==> config.mk <==
export PLATFORM = sky130hd
export DESIGN_NAME = matmul_seq_ctrl_flat
export DESIGN_NICKNAME = d
export VERILOG_FILES = /design/src/rtl/matmul_seq_ctrl_if.sv /design/src/rtl/matmul_seq_ctrl.sv /design/src/flat_wrapper.sv
export SDC_FILE = /design/constraint.sdc
export NUM_CORES = 1
export LEC_CHECK = 0
export BUFFER_PORTS_ARGS = -buffer_cell sky130_fd_sc_hd__buf_4
export CORE_AREA = 2 2 59 61
export CTS_CLUSTER_SIZE = 8
export DETAILED_ROUTE_END_ITERATION = 12
export DIE_AREA = 0 0 61 63
export GPL_ROUTABILITY_DRIVEN = 0
export SLEW_MARGIN = 30
export SYNTH_ARGS = -nofsm -noshare
export SYNTH_HDL_FRONTEND = slang
export SYNTH_SLANG_ARGS = --single-unit
==> constraint.sdc <==
create_clock -name clk_fast -period 2.5 [get_ports clk_fast]
set_input_delay 0.625 -clock clk_fast [delete_from_list [all_inputs] [get_ports clk_fast]]
set_output_delay 0.625 -clock clk_fast [all_outputs]
set_load 0.005 [all_outputs]
==> src/rtl/matmul_seq_ctrl_if.sv <==
// -----------------------------------------------------------------------------
// matmul_seq_ctrl_if
// Handshake and datapath-control bundle between the matrix-multiply sequencer
// and whoever requests a multiply.
//
// Signals:
//   start, abort     requester -> sequencer : begin / cancel a full multiply
//   busy, done       sequencer -> requester : run in progress / run finished
//   read_addr_m1/m2  sequencer -> RAM banks : operand read addresses
//   acc_clr, acc_en  sequencer -> accumulators
//   res_valid        sequencer -> result sink, qualified by res_addr
//   cycle_cnt        sequencer -> requester, only when MATSEQ_CYCLE_CNT_EN
//                    is defined
//
// Modports:
//   master : the requester side (drives start/abort)
//   slave  : the sequencer side (drives everything else)
// -----------------------------------------------------------------------------
interface matmul_seq_ctrl_if #(
    parameter int ADDR_W = 4
);
    logic              start;
    logic              abort;
    logic              busy;
    logic              done;
    logic [ADDR_W-1:0] read_addr_m1;
    logic [ADDR_W-1:0] read_addr_m2;
    logic              acc_clr;
    logic              acc_en;
    logic              res_valid;
    logic [ADDR_W-1:0] res_addr;
`ifdef MATSEQ_CYCLE_CNT_EN
    logic [15:0]       cycle_cnt;
`endif

    modport master (
        output start, abort,
        input  busy, done, read_addr_m1, read_addr_m2,
        input  acc_clr, acc_en, res_valid, res_addr
`ifdef MATSEQ_CYCLE_CNT_EN
        , input cycle_cnt
`endif
    );

    modport slave (
        input  start, abort,
        output busy, done, read_addr_m1, read_addr_m2,
        output acc_clr, acc_en, res_valid, res_addr
`ifdef MATSEQ_CYCLE_CNT_EN
        , output cycle_cnt
`endif
    );
endinterface

==> src/rtl/matmul_seq_ctrl.sv <==
// -----------------------------------------------------------------------------
// matmul_seq_ctrl
// Sequencer for the complex matrix-multiply datapath. On start it walks every
// result element (i,j): clear accumulators (CLR), issue DIM operand reads
// (RUN), let the multiplier pipeline drain (WAIT), then flag the finished
// element (RES). After the last element it pulses done (DONE).
//
// Ports:
//   clk_fast  system clock
//   rst       asynchronous, active-high reset
//   bus       matmul_seq_ctrl_if.slave (start/abort in; busy, done, read
//             addresses, accumulator controls, result flag/address out)
//
// Optional: define MATSEQ_CYCLE_CNT_EN to add the 16-bit saturating busy
// cycle counter on bus.cycle_cnt.
//
// All outputs are decoded from registered state only, so an asynchronous
// reset forces them to 0 immediately.
// -----------------------------------------------------------------------------
module matmul_seq_ctrl #(
    parameter int DIM      = 3,
    parameter int ADDR_W   = 4,
    parameter int PIPE_LAT = 2
) (
    input  logic           clk_fast,
    input  logic           rst,
    matmul_seq_ctrl_if.slave bus
);
    localparam int IDX_W = $clog2(DIM);
    localparam logic [IDX_W-1:0]  LAST_IDX  = IDX_W'(DIM - 1);
    localparam logic [2:0]        LAST_WAIT = 3'(PIPE_LAT - 1);
    localparam logic [ADDR_W-1:0] DIM_A     = ADDR_W'(DIM);

    typedef enum logic [2:0] {
        S_IDLE, S_CLR, S_RUN, S_WAIT, S_RES, S_DONE
    } state_t;

    state_t            r_state, w_state_next;
    logic [IDX_W-1:0]  r_i, r_j, r_k;
    logic [IDX_W-1:0]  w_i_next, w_j_next, w_k_next;
    logic [2:0]        r_wait, w_wait_next;
    logic [PIPE_LAT-1:0] r_pipe;
    logic              w_issue;
    logic              w_flush;
    logic              w_busy, w_done, w_acc_clr, w_res_valid;
    logic [ADDR_W-1:0] w_addr_m1, w_addr_m2, w_res_addr;

    always_ff @(posedge clk_fast or posedge rst) begin
        if (rst) begin
            r_state <= S_IDLE;
            r_i     <= '0;
            r_j     <= '0;
            r_k     <= '0;
            r_wait  <= '0;
        end else begin
            r_state <= w_state_next;
            r_i     <= w_i_next;
            r_j     <= w_j_next;
            r_k     <= w_k_next;
            r_wait  <= w_wait_next;
        end
    end

    always_comb begin
        w_state_next = r_state;
        w_i_next     = r_i;
        w_j_next     = r_j;
        w_k_next     = r_k;
        w_wait_next  = r_wait;
        w_issue      = 1'b0;
        w_flush      = 1'b0;
        w_busy       = 1'b0;
        w_done       = 1'b0;
        w_acc_clr    = 1'b0;
        w_res_valid  = 1'b0;
        w_addr_m1    = '0;
        w_addr_m2    = '0;
        w_res_addr   = '0;

        case (r_state)
            S_IDLE: begin
                if (bus.start && !bus.abort)
                    w_state_next = S_CLR;
            end
            S_CLR: begin
                w_busy       = 1'b1;
                w_acc_clr    = 1'b1;
                w_k_next     = '0;
                w_wait_next  = '0;
                w_state_next = S_RUN;
            end
            S_RUN: begin
                w_busy    = 1'b1;
                w_issue   = 1'b1;
                w_addr_m1 = ADDR_W'(r_i) * DIM_A + ADDR_W'(r_k);
                w_addr_m2 = ADDR_W'(r_k) * DIM_A + ADDR_W'(r_j);
                if (r_k == LAST_IDX) begin
                    w_k_next     = '0;
                    w_state_next = S_WAIT;
                end else begin
                    w_k_next = r_k + 1'b1;
                end
            end
            S_WAIT: begin
                w_busy = 1'b1;
                if (r_wait == LAST_WAIT) begin
                    w_wait_next  = '0;
                    w_state_next = S_RES;
                end else begin
                    w_wait_next = r_wait + 1'b1;
                end
            end
            S_RES: begin
                w_busy      = 1'b1;
                w_res_valid = 1'b1;
                w_res_addr  = ADDR_W'(r_i) * DIM_A + ADDR_W'(r_j);
                if (r_j != LAST_IDX) begin
                    w_j_next     = r_j + 1'b1;
                    w_state_next = S_CLR;
                end else if (r_i != LAST_IDX) begin
                    w_j_next     = '0;
                    w_i_next     = r_i + 1'b1;
                    w_state_next = S_CLR;
                end else begin
                    w_state_next = S_DONE;
                end
            end
            S_DONE: begin
                w_done       = 1'b1;
                w_i_next     = '0;
                w_j_next     = '0;
                w_k_next     = '0;
                w_state_next = S_IDLE;
            end
            default: w_state_next = S_IDLE;
        endcase

        // Abort overrides whatever the state would have done next.
        if (bus.abort && r_state != S_IDLE) begin
            w_state_next = S_IDLE;
            w_i_next     = '0;
            w_j_next     = '0;
            w_k_next     = '0;
            w_wait_next  = '0;
            w_flush      = 1'b1;
        end
    end

    // Issue delay line: acc_en is the issue bit seen PIPE_LAT cycles later,
    // which lines it up with products reaching the accumulator input.
    generate
        for (genvar gi = 0; gi < PIPE_LAT; gi++) begin : g_pipe
            always_ff @(posedge clk_fast or posedge rst) begin
                if (rst)
                    r_pipe[gi] <= 1'b0;
                else if (w_flush)
                    r_pipe[gi] <= 1'b0;
                else if (gi == 0)
                    r_pipe[gi] <= w_issue;
                else
                    r_pipe[gi] <= r_pipe[(gi == 0) ? 0 : gi - 1];
            end
        end
    endgenerate

    assign bus.busy         = w_busy;
    assign bus.done         = w_done;
    assign bus.acc_clr      = w_acc_clr;
    assign bus.acc_en       = r_pipe[PIPE_LAT-1];
    assign bus.res_valid    = w_res_valid;
    assign bus.res_addr     = w_res_addr;
    assign bus.read_addr_m1 = w_addr_m1;
    assign bus.read_addr_m2 = w_addr_m2;

`ifdef MATSEQ_CYCLE_CNT_EN
    logic [15:0] r_cycle_cnt;

    // Cleared on an accepted start, counts busy cycles, saturates; abort
    // simply stops it because busy drops.
    always_ff @(posedge clk_fast or posedge rst) begin
        if (rst)
            r_cycle_cnt <= '0;
        else if (r_state == S_IDLE && bus.start && !bus.abort)
            r_cycle_cnt <= '0;
        else if (w_busy && r_cycle_cnt != 16'hFFFF)
            r_cycle_cnt <= r_cycle_cnt + 16'd1;
    end

    assign bus.cycle_cnt = r_cycle_cnt;
`endif

endmodule

==> src/flat_wrapper.sv <==
// flat-port wrapper written by rule: the top's interface ports become plain ports
module matmul_seq_ctrl_flat 
#(
    parameter int DIM      = 3,
    parameter int ADDR_W   = 4,
    parameter int PIPE_LAT = 2
)
  (clk_fast, rst, bus_start, bus_abort, bus_busy, bus_done, bus_read_addr_m1, bus_read_addr_m2, bus_acc_clr, bus_acc_en, bus_res_valid, bus_res_addr);
  matmul_seq_ctrl_if #(.ADDR_W(ADDR_W)) bus_i ();
  input  logic clk_fast;
  input  logic rst;
  input wire logic [$bits(bus_i.start)-1:0] bus_start;
  input wire logic [$bits(bus_i.abort)-1:0] bus_abort;
  output wire logic [$bits(bus_i.busy)-1:0] bus_busy;
  output wire logic [$bits(bus_i.done)-1:0] bus_done;
  output wire logic [$bits(bus_i.read_addr_m1)-1:0] bus_read_addr_m1;
  output wire logic [$bits(bus_i.read_addr_m2)-1:0] bus_read_addr_m2;
  output wire logic [$bits(bus_i.acc_clr)-1:0] bus_acc_clr;
  output wire logic [$bits(bus_i.acc_en)-1:0] bus_acc_en;
  output wire logic [$bits(bus_i.res_valid)-1:0] bus_res_valid;
  output wire logic [$bits(bus_i.res_addr)-1:0] bus_res_addr;
  assign bus_i.start = bus_start;
  assign bus_i.abort = bus_abort;
  assign bus_busy = bus_i.busy;
  assign bus_done = bus_i.done;
  assign bus_read_addr_m1 = bus_i.read_addr_m1;
  assign bus_read_addr_m2 = bus_i.read_addr_m2;
  assign bus_acc_clr = bus_i.acc_clr;
  assign bus_acc_en = bus_i.acc_en;
  assign bus_res_valid = bus_i.res_valid;
  assign bus_res_addr = bus_i.res_addr;
  matmul_seq_ctrl #(.DIM(DIM), .ADDR_W(ADDR_W), .PIPE_LAT(PIPE_LAT)) u_core (.clk_fast(clk_fast), .rst(rst), .bus(bus_i));
endmodule
==> Flow_metrics.wiki, run 1 <==
{| class="wikitable"
! Metric !! Value
|-
| Outcome || finished with violations
|-
| Slack of the critical path || -0.1900 ns
|-
| Fraction of layout instances using a drive strength above 1 || between 30% and 40%
|-
| Worst vdd rail ir drop || 0.0002118 V
|-
| Number of vias after detailed routing || between 1000 and 1500
|-
| Count of synthesis-stage warnings from yosys || 0
|-
| Post-place instance area || 0.001416 mm^2
|-
| Final Power || between 0.7 and 0.8 mW
|-
| Vias in the first global route || 987
|-
| GR Overflow Total || 0
|-
| Total Negative Setup Slacks || -0.3964 ns
|-
| Layout area overhead || 27.26%
|-
| Hpwl dp || 1969 um
|-
| Start of the worst register-to-register path || u_core.r_state[2]
|-
| Number of buffers inserted during clock tree synthesis || 3
|-
| Initial core utilization || 37.63%
|-
| Required @ worst endpoint || around 1.9 ns
|-
| Std-Cell Core Area || 0.003232 mm^2
|-
| Clock net sink count || 14
|-
| Unrepaired setup endpoints after global routing || yes
|-
| Vias per Instance || 5.020
|-
| Fin nets || 179
|-
| Startpoint Class || flop
|-
| MaxCap Viol Count || 0
|-
| Biggest area contributors in the synthesized netlist || sky130_fd_sc_hd__dfrtp_1 29%, sky130_fd_sc_hd__ha_1 12%, sky130_fd_sc_hd__fa_1 6.6%, sky130_fd_sc_hd__inv_1 4.0%, sky130_fd_sc_hd__a21oi_1 2.9%
|-
| Cell type contributing the most total cell area after synthesis || sky130_fd_sc_hd__dfrtp_1
|-
| Mean post-synth cell area || approximately 9.4 um^2
|-
| Tot GR Track Use || 15.60%
|-
| Leakage || between 0.7 and 0.8 nW
|-
| Routed wire length per instance || between 10 and 15 um
|-
| First-pass GRT wire length || 4547 um
|-
| Full die area || approximately 0.0038 mm^2
|-
| Total iterations of the first detailed-routing run || 4
|-
| Length in cells of the worst reg-to-reg path || 4
|-
| Number of library cell types mapped by synthesis || 45
|-
| Die X-Extent || 61 um
|-
| Remaining DRCs || 0
|-
| Violation count after the first detailed-routing iteration || 34
|-
| Maximum number of pins on one net before global-route repair || 19
|-
| Kind of end point of the critical path || output pin
|-
| Violations in the final reports || setup timing
|-
| Area of all placed cells without fillers || 0.001548 mm^2
|-
| CTS tree || done
|-
| Tmin final || approximately 2.7 ns
|-
| Clock tree root buffer cell || sky130_fd_sc_hd__clkbuf_4
|-
| Worst Clk Skew || 0.004775 ns
|-
| Count of input and output buffers || 20
|-
| Power density of the placed cells || 453.9 mW/mm^2
|-
| Placed cell count || 195
|-
| Clock transition at the registers of the reported paths || about 0.09 ns
|-
| Final hold vios || 0
|-
| Die Height || 63 um
|-
| Proportion of netlist area held by the largest area contributor || 28.81%
|-
| Remaining antenna violation count || 0
|-
| Worst Setup SP || u_core.r_k[0]
|-
| Post-Syn Area || 0.001216 mm^2
|-
| Clock insertion delay at the later pin of the skew report || around 0.27 ns
|-
| Max Root-Sink Buffers || 2
|-
| Proportion of synthesized chip area in sequential cells || 28.81%
|-
| Worst min-delay path class || in -> async
|-
| Register bit total from synthesis || 14
|-
| Worst slew pin tran || between 0.5 and 0.6 ns
|-
| Critical Setup Path Class || reg -> out
|-
| Total setup violations reported at the end of the flow || 4
|-
| CTS H-tree lvls || 1
|-
| Peak fanout along the critical path || 2
|-
| # IOs || 21
|-
| Synthesized Nets || 150
|-
| Standard-cell rows || 21
|-
| Count of mapped cells out of synthesis || 130
|-
| Max frequency || 0.3717 GHz
|-
| Final cycle utilization of the critical path || 107.6%
|-
| Antenna violations before repair || 0
|-
| Worst slew margin || between 60 and 70%
|-
| Diode insertion count for antenna repair || 0
|-
| Total wirelength of the detailed-routed design || 2745 um
|-
| Post-route non-filler standard cell count || 203
|-
| CTS hold repair buffers || 0
|-
| WP data arrival || 2.07 ns
|-
| Final Max Slew Viols || 0
|}
## cells in the final DEF (no fill, tap or decap), types with 2 or more instances in the layout
cell                        instances
sky130_fd_sc_hd__nor2_2             2
sky130_fd_sc_hd__buf_4             29
sky130_fd_sc_hd__o22ai_1            2
sky130_fd_sc_hd__xor2_1             2
sky130_fd_sc_hd__nor4bb_1           2
sky130_fd_sc_hd__and2_1             4
sky130_fd_sc_hd__and3_1             5
sky130_fd_sc_hd__ha_1               8
sky130_fd_sc_hd__buf_6              2
sky130_fd_sc_hd__a31oi_1            2
sky130_fd_sc_hd__inv_2              4
sky130_fd_sc_hd__dfrtp_1           14
sky130_fd_sc_hd__mux2i_1            2
sky130_fd_sc_hd__nor2b_1            2
sky130_fd_sc_hd__o31ai_1            3
sky130_fd_sc_hd__a22o_1             2
sky130_fd_sc_hd__fa_2               2
sky130_fd_sc_hd__a21oi_1            6
sky130_fd_sc_hd__nor2_1             8
sky130_fd_sc_hd__nand2_1            6
sky130_fd_sc_hd__inv_1              9
sky130_fd_sc_hd__ha_4               4
sky130_fd_sc_hd__o21ai_0            2
sky130_fd_sc_hd__nor3b_1            4
sky130_fd_sc_hd__a2bb2oi_1          2
sky130_fd_sc_hd__clkbuf_4           3
sky130_fd_sc_hd__or3_1              2
sky130_fd_sc_hd__o21a_1             2
sky130_fd_sc_hd__fa_1               2
## timing repair
action                     4_1_cts  5_1_grt
pin swaps                        3        5
setup buffers                    3        2
resized for setup                4       13
setup endpoints to repair        8        7
## final timing paths
check                                       to  slack (ns)
hold reg to reg              u_core.bus.acc_en        0.45
setup / recovery           bus_read_addr_m2[2]       -0.19
setup reg to reg              u_core.r_wait[2]        0.99
hold / removal                u_core.r_pipe[0]        0.39
min in group clk_fast        u_core.bus.acc_en        0.45
max in group asynchronous        u_core.r_i[1]        1.74
## report_power, final
group / total, mW / switching (mW) / internal (mW)
combinational: 0.277 / 0.140 / 0.137
clock: 0.127 / 0.0717 / 0.0557
sequential: 0.298 / 0.0455 / 0.253
total: 0.702 / 0.257 / 0.445
## through the flow
step / hold WS, ns / setup WS, ns / utilization [%]
CTS: 0.4130 / -0.2124 / 45.68
floorplan: 0.4277 / 0.1757 / -
global placement: 0.4323 / 0.1397 / 43.82
detailed placement: 0.4368 / 0.08743 / 43.82
finish: 0.3941 / -0.1900 / 47.89
global route: 0.4300 / -0.2739 / 47.89
## Yosys cell counts
cell type,count
sky130_fd_sc_hd__nand2_2,1
sky130_fd_sc_hd__and3_1,5
sky130_fd_sc_hd__mux2i_1,2
sky130_fd_sc_hd__nor2_4,1
sky130_fd_sc_hd__nor4bb_1,2
sky130_fd_sc_hd__inv_1,13
sky130_fd_sc_hd__nand3b_1,1
sky130_fd_sc_hd__and2b_1,1
sky130_fd_sc_hd__o32ai_1,1
sky130_fd_sc_hd__nor3b_1,4
sky130_fd_sc_hd__nand2_1,6
sky130_fd_sc_hd__a31oi_1,2
sky130_fd_sc_hd__xor2_1,2
sky130_fd_sc_hd__o22ai_1,2
sky130_fd_sc_hd__a2bb2oi_1,2
sky130_fd_sc_hd__nor4_1,1
sky130_fd_sc_hd__o32a_1,1
sky130_fd_sc_hd__o21a_1,2
sky130_fd_sc_hd__nor2_2,1
sky130_fd_sc_hd__o31ai_1,3
sky130_fd_sc_hd__nor2_1,9
sky130_fd_sc_hd__nand4bb_1,1
sky130_fd_sc_hd__a21o_1,1
sky130_fd_sc_hd__buf_2,3
sky130_fd_sc_hd__inv_2,1
sky130_fd_sc_hd__buf_4,2
sky130_fd_sc_hd__nor2b_1,2
sky130_fd_sc_hd__buf_6,2
sky130_fd_sc_hd__fa_1,4
sky130_fd_sc_hd__mux2_2,1
sky130_fd_sc_hd__a211o_1,1
sky130_fd_sc_hd__dfrtp_1,14
sky130_fd_sc_hd__and4bb_4,1
sky130_fd_sc_hd__a22o_1,2
sky130_fd_sc_hd__nand4_1,1
sky130_fd_sc_hd__ha_1,12
sky130_fd_sc_hd__o22a_1,1
sky130_fd_sc_hd__nand4b_1,1
sky130_fd_sc_hd__a21oi_1,7
sky130_fd_sc_hd__or3_1,2
sky130_fd_sc_hd__o21ai_0,2
sky130_fd_sc_hd__xnor2_1,1
sky130_fd_sc_hd__and2_1,4
sky130_fd_sc_hd__nand2b_1,1
sky130_fd_sc_hd__nor3_1,1
## sequential cells by signal, indices dropped and copies added, names as in the netlist
signal	cells
u_core.bus.acc_en	1
u_core.r_i	2
u_core.r_k	2
u_core.r_pipe	1
u_core.r_wait	3
u_core.r_j	2
u_core.r_state	3
## cell type report
cell class | count | area, um^2
Fill cell | 329 | 1684
Multi-Input combinational cell | 95 | 822.0
Inverter | 14 | 55.05
Tap cell | 46 | 57.56
Sequential cell | 14 | 350.3
Timing Repair Buffer | 31 | 240.2
Clock buffer | 3 | 22.52
## cell families after synthesis
logic type | after synthesis | synth area share (%)
compound gates | 27 | 15.33
xor+xnor | 3 | 2.161
fa+ha+maj | 16 | 18.93
buf+inv | 21 | 8.641
flops | 14 | 28.81
mux | 3 | 2.572
simple gates | 46 | 23.56
## layer usage
layer	track usage, %	vias up	routed length, um
li1	-	511	-
met1	20.98	491	1212
met3	1.863	2	86
met4	5.707	0	21
met2	25.13	15	1424
met5	0	-	0
## worst max-delay path: stages (launching register included)
cell,delay [ns]
sky130_fd_sc_hd__dfrtp_1,0.41
sky130_fd_sc_hd__fa_1,0.54
sky130_fd_sc_hd__ha_1,0.14
sky130_fd_sc_hd__inv_1,0.04
sky130_fd_sc_hd__fa_1,0.43
sky130_fd_sc_hd__nor2_1,0.11
sky130_fd_sc_hd__buf_4,0.12
Note: power is estimated with default switching activity, not from simulation.
==> inputs of run 2 (changes only) <==
TNS_END_PERCENT = 5   (was not set)
==> run 2 against run 1 <==
  * The flow still finishes with violations (setup timing)
  * Register-to-register slack about the same
  * Sequential cell count did not move
  * Highest routed layer unchanged
  * Power is 3.9% lower
  * Non-clock buffer count decreased by 4
  * Clock skew is essentially flat
  * Die area unchanged
  * Global-route usage is 0.16 points lower
==> Flow_metrics.wiki, run 2 (synthesis results as in run 1) <==
{| class="wikitable"
! Metric !! Value
|-
| Remaining DRCs || 0
|-
| MaxCap Viol Count || 0
|-
| Violations in the final reports || setup timing
|-
| Clock transition at the registers of the reported paths || 0.09 ns
|-
| Standard-cell rows || 21
|-
| Routed wire length per instance || between 10 and 15 um
|-
| Leakage || 0.6985 nW
|-
| Startpoint Class || flop
|-
| Start of the worst register-to-register path || u_core.r_state[2]
|-
| Peak fanout along the critical path || 2
|-
| Unrepaired setup endpoints after global routing || yes
|-
| Final cycle utilization of the critical path || 107.5%
|-
| Tot GR Track Use || between 15 and 20%
|-
| Number of vias after detailed routing || 1006
|-
| Registers with the most flip-flops || u_core.r_state: 3 flops, u_core.r_wait: 3 flops
|-
| Die Height || 63 um
|-
| Initial core utilization || between 30 and 40%
|-
| Vias in the first global route || 971
|-
| GR Overflow Total || 0
|-
| Antenna violations before repair || 0
|-
| Fin nets || around 180
|-
| Most frequent cells in the layout || 26 x sky130_fd_sc_hd__buf_4, 14 x sky130_fd_sc_hd__dfrtp_1, 11 x sky130_fd_sc_hd__inv_1, 11 x sky130_fd_sc_hd__ha_1, 9 x sky130_fd_sc_hd__nor2_1
|-
| Total Negative Setup Slacks || -0.5592 ns
|-
| Clock net sink count || 14
|-
| Power density of the placed cells || approximately 460 mW/mm^2
|-
| Placement-stage worst setup slack || ~0.087 ns
|-
| Length in cells of the worst reg-to-reg path || 4
|-
| Clock tree root buffer cell || sky130_fd_sc_hd__clkbuf_4
|-
| Required @ worst endpoint || 1.88 ns
|-
| Violation count after the first detailed-routing iteration || 25
|-
| Remaining antenna violation count || 0
|-
| Final Power || 0.6752 mW
|-
| Tmin final || 2.689 ns
|-
| Maximum number of pins on one net before global-route repair || 19
|-
| Total wirelength of the detailed-routed design || 2642 um
|-
| Final hold vios || 0
|-
| Count of input and output buffers || 20
|-
| Worst slew pin tran || 0.5996 ns
|-
| Full die area || 0.003843 mm^2
|-
| Clock insertion delay at the later pin of the skew report || 0.27 ns
|-
| CTS H-tree lvls || 1
|-
| WP data arrival || 2.06 ns
|-
| Vias per Instance || 5.055
|-
| First-pass GRT wire length || ~4500 um
|-
| Worst slew margin || 60.02%
|-
| Reg-to-Reg End || u_core.r_wait[2]
|-
| Critical Setup Path Class || reg -> out
|-
| Number of buffers inserted during clock tree synthesis || 3
|-
| Core occupancy in the finished layout || 45.41%
|-
| Fraction of layout instances using a drive strength above 1 || 26.80%
|-
| Outcome || finished with violations
|-
| Die X-Extent || 61 um
|-
| Total setup violations reported at the end of the flow || 4
|-
| Worst min-delay path class || in -> async
|-
| Kind of end point of the critical path || output pin
|-
| Diode insertion count for antenna repair || 0
|-
| Slack of the critical path || -0.1887 ns
|-
| Worst Clk Skew || 0.004806 ns
|-
| Layout area overhead || 20.68%
|-
| Setup slack, reg-to-reg || 0.99 ns
|-
| # IOs || 21
|-
| Hpwl dp || 1969 um
|-
| Max frequency || 0.3719 GHz
|-
| Most common cell after layout, fill and taps aside || sky130_fd_sc_hd__buf_4
|-
| CTS tree || done
|-
| Std-Cell Core Area || 0.003232 mm^2
|-
| Total iterations of the first detailed-routing run || 4
|-
| Final Max Slew Viols || 0
|-
| Worst vdd rail ir drop || approximately 0.00021 V
|-
| Max Root-Sink Buffers || 2
|}
==> run 2: changes by cell type in the layout (fill, tap and decap cells not counted), moves of 2 or more <==
| cell | before | now |
|---|---|---|
| sky130_fd_sc_hd__ha_4 | 4 | 1 |
| sky130_fd_sc_hd__buf_4 | 29 | 26 |
| sky130_fd_sc_hd__inv_1 | 9 | 11 |
| sky130_fd_sc_hd__ha_1 | 8 | 11 |
==> run 2: area by class of cell <==
type	instances	area (um^2)
fill	340	1764
multi-input combinational	95	778.2
sequential	14	350.3
timing repair buffer	27	206.4
tap	46	57.56
inverter	14	52.55
clock buffer	3	22.52
==> run 2: power breakdown <==
part           leakage, nW  switching (mW)  internal, mW
clock               0.0138          0.0715        0.0557
combinational        0.497           0.129         0.125
sequential           0.188          0.0417         0.253
==> run 2: worst max path at each step <==
stage                                     end          start
after detailed placement  bus_read_addr_m2[2]  u_core.r_k[0]
after floorplan           bus_read_addr_m2[2]  u_core.r_k[0]
after global placement    bus_read_addr_m2[2]  u_core.r_k[0]
after CTS                 bus_read_addr_m2[2]  u_core.r_k[0]
after global routing      bus_read_addr_m1[3]  u_core.r_i[0]
final                     bus_read_addr_m2[2]  u_core.r_k[0]
==> run 2: critical path, cell delays in order, from the launching register on <==
cell and delay (ns):
sky130_fd_sc_hd__dfrtp_1 0.41, sky130_fd_sc_hd__fa_1 0.54, sky130_fd_sc_hd__ha_1 0.14, sky130_fd_sc_hd__inv_1 0.04, sky130_fd_sc_hd__fa_1 0.43, sky130_fd_sc_hd__nor2_1 0.11
sky130_fd_sc_hd__buf_4 0.12
==> run 2: timing repair <==
action	4_1_cts	5_1_grt
hold buffers	0	0
pin swaps	3	4
setup buffers	0	1
gates resized for setup	5	1
endpoints found under the setup margin	8	8
==> run 2: metrics by stage <==
step / instances / area, um^2 / hold slack, ns
CTS: 198 / 1460 / 0.4130
detailed placement: 195 / 1416 / 0.4368
finish: 199 / 1468 / 0.3925
global placement: 195 / 1416 / 0.4323
global route: 199 / 1468 / 0.4300
floorplan: 130 / 1216 / 0.4277
==> run 2: per-layer routing <==
layer | share of wire (%) | track usage (%) | vias up | wire (um)
met2 | 50 | 24.60 | 19 | 1323
met3 | 3.5 | 1.863 | 2 | 92
met4 | 0.79 | 5.707 | 0 | 21
met1 | 46 | 20.98 | 479 | 1204
li1 | - | - | 506 | -
met5 | 0 | 0 | - | 0
==> inputs of run 3 (changes only) <==
CORE_AREA = 2 2 65 55   (was 2 2 59 61)
DIE_AREA = 0 0 67 57   (was 0 0 61 63)
==> run 3 against run 2 <==
  * Final area up 2.0%
  * Worst hold slack better by 0.043 ns
  * Sequential share of layout area fell by 0.38 points
  * Critical endpoint unchanged
  * Critical path depth stayed put
  * Routed wire length rose by 0.15%
  * Clock power increased by 74%
  * Global-route usage increased by 0.27 points
  * Power grew 14%
  * Largest power group unchanged
  * The run still ends with setup timing left
  * Register-to-register slack barely moved
  * Via count down 0.40%
  * Cell count is 1.5% lower
==> Flow_metrics.wiki, run 3 (synthesis results as in run 1) <==
{| class="wikitable"
! Metric !! Value
|-
| Tot GR Track Use || 15.70%
|-
| Die Height || 57 um
|-
| Full die area || approximately 0.0038 mm^2
|-
| CTS tree || done
|-
| Most common cell after layout, fill and taps aside || sky130_fd_sc_hd__buf_4
|-
| Standard-cell rows || 19
|-
| Length in cells of the worst reg-to-reg path || 3
|-
| Peak fanout along the critical path || 2
|-
| Kind of end point of the critical path || output pin
|-
| Fillers || around 340
|-
| Worst slew pin tran || 0.5762 ns
|-
| # IOs || 21
|-
| Total wirelength of the detailed-routed design || 2646 um
|-
| Critical Setup Path Class || reg -> out
|-
| Largest stage delay, worst path || 0.55 ns
|-
| First-pass GRT wire length || approximately 4500 um
|-
| Outcome || finished with violations
|-
| Crit path max-delay cell type || sky130_fd_sc_hd__fa_1
|-
| Final cycle utilization of the critical path || 106.5%
|-
| Std-Cell Core Area || 0.003233 mm^2
|-
| Slack of the critical path || -0.1630 ns
|-
| CTS H-tree lvls || 1
|-
| Fraction of layout instances using a drive strength above 1 || 27.92%
|-
| Remaining antenna violation count || 0
|-
| Number of buffers added for setup after CTS || 0
|-
| GR Overflow Total || 0
|-
| Die X-Extent || 67 um
|-
| Number of vias after detailed routing || around 1000
|-
| Final Max Slew Viols || 0
|-
| Clock net sink count || 14
|-
| Layout area overhead || 23.05%
|-
| Power density of the placed cells || 516.4 mW/mm^2
|-
| Violation count after the first detailed-routing iteration || 46
|-
| Remaining DRCs || 0
|-
| Most frequent cells in the layout || 27 x sky130_fd_sc_hd__buf_4, 13 x sky130_fd_sc_hd__dfrtp_1, 12 x sky130_fd_sc_hd__inv_1
|-
| Tmin final || between 2 and 3 ns
|-
| Max Root-Sink Buffers || 2
|-
| Antenna violations before repair || 0
|-
| Startpoint Class || flop
|-
| Cell-by-cell listing of the critical path || fa_1 > ha_1 > inv_1 > fa_1 > nor2_1 > buf_4
|-
| Total iterations of the first detailed-routing run || 4
|-
| Clock tree root buffer cell || sky130_fd_sc_hd__clkbuf_8
|-
| Cell occurring most often along the worst timing path || sky130_fd_sc_hd__fa_1
|-
| Vias in the first global route || 923
|-
| Maximum number of pins on one net before global-route repair || 19
|-
| Final Power || 0.7728 mW
|-
| Registers with the most flip-flops || u_core.r_state: 3 flops, u_core.r_wait: 3 flops
|-
| Hpwl dp || 2021 um
|-
| WP data arrival || around 2 ns
|-
| Max frequency || 0.3755 GHz
|-
| Fin nets || 175
|-
| Initial core utilization || 37.62%
|-
| Vias per Instance || 5.112
|-
| Routed wire length per instance || roughly 14 um
|-
| Placement-stage worst setup slack || 0.09219 ns
|-
| Required @ worst endpoint || 1.88 ns
|-
| Clock insertion delay at the later pin of the skew report || between 0.2 and 0.3 ns
|-
| Worst vdd rail ir drop || about 0.00025 V
|-
| Count of input and output buffers || 20
|-
| Number of buffers inserted during clock tree synthesis || 3
|-
| Worst slew margin || 61.59%
|-
| Leakage || 0.7094 nW
|-
| Diode insertion count for antenna repair || 0
|-
| Worst Clk Skew || between 0.004 and 0.005 ns
|-
| Core occupancy in the finished layout || 46.28%
|-
| Unrepaired setup endpoints after global routing || yes
|-
| Total setup violations reported at the end of the flow || 4
|-
| Worst min-delay path class || in -> async
|-
| Final hold vios || 0
|-
| MaxCap Viol Count || 0
|-
| Clock transition at the registers of the reported paths || 0.06 ns
|-
| Violations in the final reports || setup timing
|}
-- run 3: changes by cell type in the layout (fill, tap and decap cells not counted) --
cell	previous run	this run
sky130_fd_sc_hd__a21oi_1	7	6
sky130_fd_sc_hd__a21oi_2	0	1
sky130_fd_sc_hd__buf_4	26	27
sky130_fd_sc_hd__buf_6	1	0
sky130_fd_sc_hd__clkbuf_4	3	0
sky130_fd_sc_hd__clkbuf_8	0	4
sky130_fd_sc_hd__dfrtp_1	14	13
sky130_fd_sc_hd__dfrtp_2	0	1
sky130_fd_sc_hd__inv_1	11	12
sky130_fd_sc_hd__inv_2	3	2
-- run 3: worst paths after layout --
kind | from | end | slack, ns
worst max-delay path | u_core.r_k[0] | bus_read_addr_m2[2] | -0.16
worst min-delay path | rst | u_core.r_pipe[0] | 0.44
worst max register to register | u_core.r_state[2] | u_core.r_wait[2] | 0.98
worst min register to register | u_core.r_pipe[0] | u_core.bus.acc_en | 0.46
max in group asynchronous | rst | u_core.r_i[1] | 1.65
min in group clk_fast | u_core.r_pipe[0] | u_core.bus.acc_en | 0.46
-- run 3: per-stage QoR --
| step | TNS (ns) | instances | cell area, um^2 | hold slack (ns) |
|---|---|---|---|---|
| after global routing | -0.7581 | 196 | 1496 | 0.4689 |
| after floorplan | 0 | 130 | 1216 | 0.4277 |
| final | -0.3045 | 196 | 1496 | 0.4356 |
| after global placement | 0 | 192 | 1419 | 0.4368 |
| after detailed placement | 0 | 192 | 1419 | 0.4424 |
| after CTS | -0.4413 | 196 | 1483 | 0.4522 |
-- run 3: worst max-delay path, delay by kind of cell, from the launching register on --
family	cells	cell delay (ns)
buffers and inverters	2	0.18
DFF	1	0.40
and+or+nand+nor	1	0.04
adders and majority gates	3	1.17
-- run 3: power breakdown --
| group | total [mW] | internal (mW) | switching, mW | leakage (nW) |
|---|---|---|---|---|
| Clock | 0.221 | 0.140 | 0.0818 | 0.0288 |
| Sequential | 0.292 | 0.253 | 0.0382 | 0.186 |
| Combinational | 0.260 | 0.126 | 0.134 | 0.494 |
| Total | 0.773 | 0.519 | 0.254 | 0.709 |
-- run 3: per-layer routing --
layer  up-vias  part of all wire (%)  track usage (%)
met4         0                  0.79            3.499
met3         4                   2.8            4.734
li1        502                     -                -
met1       487                    51            23.34
met5         -                     0                0
met2         9                    45            22.49
-- run 3: final cells by class --
| class | instances | area [um^2] | area share, % |
|---|---|---|---|
| Clock buffer | 4 | 55.05 | 3.679 |
| Sequential cell | 14 | 351.6 | 23.49 |
| Multi-Input combinational cell | 95 | 782.0 | 52.26 |
| Tap cell | 42 | 52.55 | 3.512 |
| Timing Repair Buffer | 27 | 202.7 | 13.55 |
| Inverter | 14 | 52.55 | 3.512 |
-- run 3: timing repair --
| action | in CTS | in global routing |
|---|---|---|
| setup endpoints to repair | 6 | 8 |
| pin swaps | 4 | 0 |
| cloned | 0 | 0 |
| hold buffers | 0 | 0 |
| gates resized for setup | 4 | 2 |
